**config.mk**
```make
export PLATFORM = sky130hd
export DESIGN_NAME = pc_stack_unit
export DESIGN_NICKNAME = d
export VERILOG_FILES = /design/src/rtl/pc_stack_unit.sv
export SDC_FILE = /design/constraint.sdc
export NUM_CORES = 1
export LEC_CHECK = 0
export CAP_MARGIN = 30
export CORE_MARGIN = 8
export CORE_UTILIZATION = 45
export CTS_CLUSTER_DIAMETER = 60
export DETAILED_ROUTE_END_ITERATION = 8
export GPL_TIMING_DRIVEN = 0
export PLACE_DENSITY = 0.71
export SETUP_SLACK_MARGIN = 0.2
export SYNTH_ARGS = -nofsm -noshare
export SYNTH_HDL_FRONTEND = slang
export SYNTH_SLANG_ARGS = --single-unit
```
**constraint.sdc**
```tcl
create_clock -name clk -period 2.2 [get_ports clk]
set_clock_uncertainty 0.1 [all_clocks]
set_input_delay 0.44 -clock clk [delete_from_list [all_inputs] [get_ports clk]]
set_output_delay 0.44 -clock clk [all_outputs]
set_load 0.005 [all_outputs]
```
**src/rtl/pc_stack_unit.sv**
```systemverilog
// Program counter with a small LIFO return-address stack.
// Supports increment, absolute jump, PC-relative branch, call and return, with
// sticky overflow/underflow flags. One operation per enabled cycle, selected
// by fixed priority: ret > call > jump > branch > increment.
module pc_stack_unit #(
    parameter int                ADDR_W     = 8,
    parameter int                DEPTH      = 4,
    parameter logic [ADDR_W-1:0] RESET_ADDR = '0
) (
    input  logic                         clk,
    input  logic                         areset,
    input  logic                         en,
    input  logic                         jump,
    input  logic [ADDR_W-1:0]            jaddr,
    input  logic                         branch,
    input  logic [ADDR_W-1:0]            boffset,
    input  logic                         call,
    input  logic                         ret,
    input  logic                         err_clr,
    output logic [ADDR_W-1:0]            pc_value,
    output logic [$clog2(DEPTH+1)-1:0]   sp,
    output logic                         stack_full,
    output logic                         stack_empty,
    output logic                         ovf_err,
    output logic                         unf_err
);

    localparam int SP_W  = $clog2(DEPTH + 1);
    localparam int IDX_W = (DEPTH > 1) ? $clog2(DEPTH) : 1;
    localparam logic [SP_W-1:0] SP_FULL = SP_W'(DEPTH);

    // Modulo-2^ADDR_W add of a two's-complement offset. Offset and pc share a
    // width, so sign extension collapses to a plain wrapping add.
    function automatic logic [ADDR_W-1:0] pc_offset(
        input logic        [ADDR_W-1:0] base,
        input logic signed [ADDR_W-1:0] off
    );
        return base + $unsigned(off);
    endfunction

    logic [ADDR_W-1:0] pc_q, pc_d;
    logic [SP_W-1:0]   sp_q, sp_d;
    logic              ovf_q, ovf_d;
    logic              unf_q, unf_d;

    // Return-address storage; contents are never reset and only read below sp.
    logic [ADDR_W-1:0] stack_q [DEPTH];

    logic signed [ADDR_W-1:0] boff_s;
    logic [ADDR_W-1:0]        pc_inc;
    logic                     full, empty;
    logic                     push;
    logic [IDX_W-1:0]         wr_idx;
    logic [IDX_W-1:0]         rd_idx;

    assign boff_s = boffset;
    assign pc_inc = pc_q + ADDR_W'(1);
    assign full   = (sp_q == SP_FULL);
    assign empty  = (sp_q == '0);
    assign wr_idx = IDX_W'(sp_q);
    assign rd_idx = IDX_W'(sp_q - SP_W'(1));

    // Next-state selection: prioritised operation plus sticky error update.
    always_comb begin
        pc_d  = pc_q;
        sp_d  = sp_q;
        push  = 1'b0;
        ovf_d = err_clr ? 1'b0 : ovf_q;
        unf_d = err_clr ? 1'b0 : unf_q;

        if (en) begin
            if (ret) begin
                if (!empty) begin
                    pc_d = stack_q[rd_idx];
                    sp_d = sp_q - SP_W'(1);
                end else begin
                    unf_d = 1'b1;
                end
            end else if (call) begin
                if (!full) begin
                    push = 1'b1;
                    sp_d = sp_q + SP_W'(1);
                    pc_d = jaddr;
                end else begin
                    ovf_d = 1'b1;
                end
            end else if (jump) begin
                pc_d = jaddr;
            end else if (branch) begin
                pc_d = pc_offset(pc_q, boff_s);
            end else begin
                pc_d = pc_inc;
            end
        end
    end

    // Control state with asynchronous reset.
    always_ff @(posedge clk or posedge areset) begin
        if (areset) begin
            pc_q  <= RESET_ADDR;
            sp_q  <= '0;
            ovf_q <= 1'b0;
            unf_q <= 1'b0;
        end else begin
            pc_q  <= pc_d;
            sp_q  <= sp_d;
            ovf_q <= ovf_d;
            unf_q <= unf_d;
        end
    end

    // Stack write port: return address of the call lands at the current top.
    always_ff @(posedge clk) begin
        if (push && !areset) begin
            stack_q[wr_idx] <= pc_inc;
        end
    end

    assign pc_value    = pc_q;
    assign sp          = sp_q;
    assign stack_full  = full;
    assign stack_empty = empty;
    assign ovf_err     = ovf_q;
    assign unf_err     = unf_q;

endmodule

```
==> flow_metrics.tcl <==
set metrics [dict create \
    outcome "completed" \
    ys_seq_area_share_pct 50.5 \
    globalRoute.totalOverflow 0 \
    ys_types 46 \
    drc 0 \
    rr_worst_depth 6 \
    drtIter0Drc 76 \
    synthMuxAreaShare_pct 10.1 \
    synthFlopType "edfxtp_1" \
    leakage_nw 1.29 \
    dr.pass1.iters 4 \
    hp-start "unf_err" \
    worstPathMaxFanout 4 \
    synth.top_cell.area_share_pct 37.7 \
    hp-class "flop to flop" \
    drive_gt1_share_pct 19.8 \
    area_growth_pct 28.6 \
    setup_violations 0 \
    coreArea_sq_um 5470 \
    clockBufferDepth 2 \
    pin_count 39 \
    grt_pass1_wl_mm 9.80 \
    ant_nets 0 \
    cellPowerDensity_nw_per_um2 1160 \
    synth_top_family_by_area "compound AO/OA/AOI/OAI gates" \
    synth_edf_count 32 \
    synth_top_area_cell "edfxtp_1" \
    synthTopCellsByArea "edfxtp_1 (38%), dfrtp_1 (13%), mux4_1 (7.2%), ha_1 (6.4%), a211oi_1 (2.7%)" \
    cts_buffers 5 \
    antenna_cells 0 \
    r2r_setup_slack_ns 0.24 \
    die-area_sq_um 8320 \
    hold_path_depth 1 \
    rsz0062_at_grt "true" \
    cpMostUsedCell "o21ai_0" \
    synthAdderAreaFrac_pct 7.17 \
    dp_hpwl_mm 4.37 \
    rr_endpoint "pc_value[5]" \
    cts_sinks 45 \
    synth.most_common_cell "edfxtp_1" \
    max_stage_delay_ns 0.41 \
    worstPathArrival_ns 2.13 \
    grt_max_degree 15 \
    setup.worst_path.start_class "primary input" \
    cap_violations 0 \
    cp_slowest_cell "clkdlybuf4s50_1" \
    syn_nets 247 \
    place.gp.congestion 0.787 \
    yosys.area_share.xor_xnor_pct 3.78 \
    chipHeight_microns 91.2 \
    criticalPathCategory "primary input to flop" \
    root_buffer "clkbuf_8" \
    antenna_found_initial 0 \
    postLayoutSetupSlackWorst_ns 0.154 \
    max_slew.worst_pin.slew_ns 0.585 \
    tns_ns 0 \
    netlist_instances 209 \
    clk_transition_reported_paths_ns 0.09 \
    peakVddDrop_uv 395 \
    crit_chain "clkdlybuf4s50_1 -> ha_1 -> a21oi_1 -> o21ai_0 -> o21ai_0 -> nor3b_1 -> o31ai_2" \
    syn_area_sq_um 2550 \
    rows 27 \
    wl_mm 6.08 \
    initial_utilization_pct 46.5 \
    slew_viol_final 0 \
    synth_compound_area_share_pct 13.5 \
    worst_setup_path_end_kind "flop" \
    nets 299 \
    viasPerCell 5.60 \
    ys_warn_count 0 \
    hold_violations 0 \
    min_period_ns 2.05 \
    ys_ff_latch 45 \
    synth_area_per_cell_sq_um 12.2 \
    dp_slack_ns -0.369 \
    min_period_over_period_pct 93.0 \
    grt_use_total_pct 14.8 \
    wl_per_cell_microns 18.2 \
    whs_endpoint "unf_err" \
    synth_commonest_cells "edfxtp_1 (32), inv_1 (14), nand2_1 (14)" \
    async_reset_ff_share_pct 28.9 \
    required_ns 2.29 \
    max_slew_margin_pct 61.0 \
    r2r_start "pc_value[2]" \
    grt_pass1_vias 1951 \
    fmax_mhz 489 \
    synth-simple-area-share_pct 10.9 \
    worstSkewPairLatency_ns 0.30 \
    htree_levels 2 \
    die_x_microns 91.2 \
    io_buffers 37 \
    vias 1872 \
    tritoncts "yes" \
]
==> cells in the final DEF, fill, tap and decap left out, types with 4 or more instances in the layout <==
master,synthesis,routed
nor3_1,4,4
dfrtp_1,13,12
edfxtp_1,32,32
nand2_1,14,13
a21oi_1,12,12
o21ai_0,7,7
clkbuf_8,0,5
mux2i_1,5,5
xor2_1,5,4
nand3_1,6,6
mux4_1,7,7
xnor2_1,6,6
ha_1,13,10
nor2_1,10,10
clkdlybuf4s50_1,0,31
inv_1,14,10
buf_4,3,11
a211oi_1,9,7
==> area by class of cell <==
cell class | instances | area, sq um
fillers | 466 | 2200
flip-flops and latches | 45 | 1290
multi-input cells | 142 | 1250
repair buffers | 45 | 429
well taps | 72 | 90.1
clock buffers | 5 | 68.8
inverters | 14 | 55.1
plain buffers | 8 | 53.8
clock inverters | 3 | 41.3
==> cells by family (layout without fill, tap and decap cells) <==
logic type,after synthesis,count (layout)
buffers and inverters,22,75
XOR/XNOR,11,11
flip-flops,45,45
AND/OR/NAND/NOR,54,54
adder cells (fa/ha/maj),14,14
AO/OA/AOI/OAI,50,50
multiplexers,13,13
==> metrics by stage <==
| stage | hold WS [ns] | cells | util, % | power [mW] | area (sq um) |
|---|---|---|---|---|---|
| 2_1_floorplan | 0.217 | 209 | - | 2.38 | 2550 |
| 3_3_place_gp | 0.383 | 318 | 55.1 | 2.96 | 3010 |
| 3_5_place_dp | 0.384 | 319 | 55.2 | 2.99 | 3020 |
| 4_1_cts | 0.406 | 331 | 58.7 | 3.74 | 3210 |
| 5_1_grt | 0.449 | 334 | 59.9 | 4.03 | 3280 |
| 6_report | 0.408 | 334 | 59.9 | 3.80 | 3280 |
==> registers in the layout, summed over array words and instances (netlist names) <==
register	count
ovf_err	1
pc_value	8
sp	3
stack_q	32
unf_err	1
==> worst max-delay path: cells and delay by family <==
family	cells	cell delay, ns
AO/OA/AOI/OAI	4	0.63
buffers and inverters	1	0.41
adder cells (fa/ha/maj)	1	0.35
AND/OR/NAND/NOR	1	0.30
==> power breakdown <==
group	total [mW]	leakage [nW]	internal, mW	switching (mW)
registers	1.30	0.444	1.15	0.152
logic	1.87	0.799	0.932	0.933
clock network	0.627	0.0518	0.335	0.292
total	3.80	1.29	2.42	1.38
==> routing by layer <==
metal / GRT usage [%] / up-vias / wire length [microns]
met5: 0 / - / 0
met1: 17.3 / 936 / 2630
li1: - / 891 / -
met4: 4.91 / 0 / 78
met2: 25.8 / 40 / 3070
met3: 3.70 / 5 / 296
==> worst max-delay path by stage <==
stage	start	to	slack, ns	depth (start not counted)
after floorplan	sp[0]	stack_q[0][0]	0.21	5
after global placement	call	stack_q[0][1]	-0.39	4
after detailed placement	boffset[0]	pc_value[4]	-0.37	9
after CTS	sp[0]	stack_full	0.16	6
after global routing	boffset[4]	pc_value[7]	0.13	7
final	boffset[4]	pc_value[7]	0.15	7
==> what timing repair did <==
action / CTS / global route
resized for setup: 26 / 14
hold buffers: 0 / 0
setup buffers: 4 / 3
endpoints found under the setup margin: 34 / 34
pin swaps: 5 / 4
Note: power is estimated with default switching activity, not from simulation.
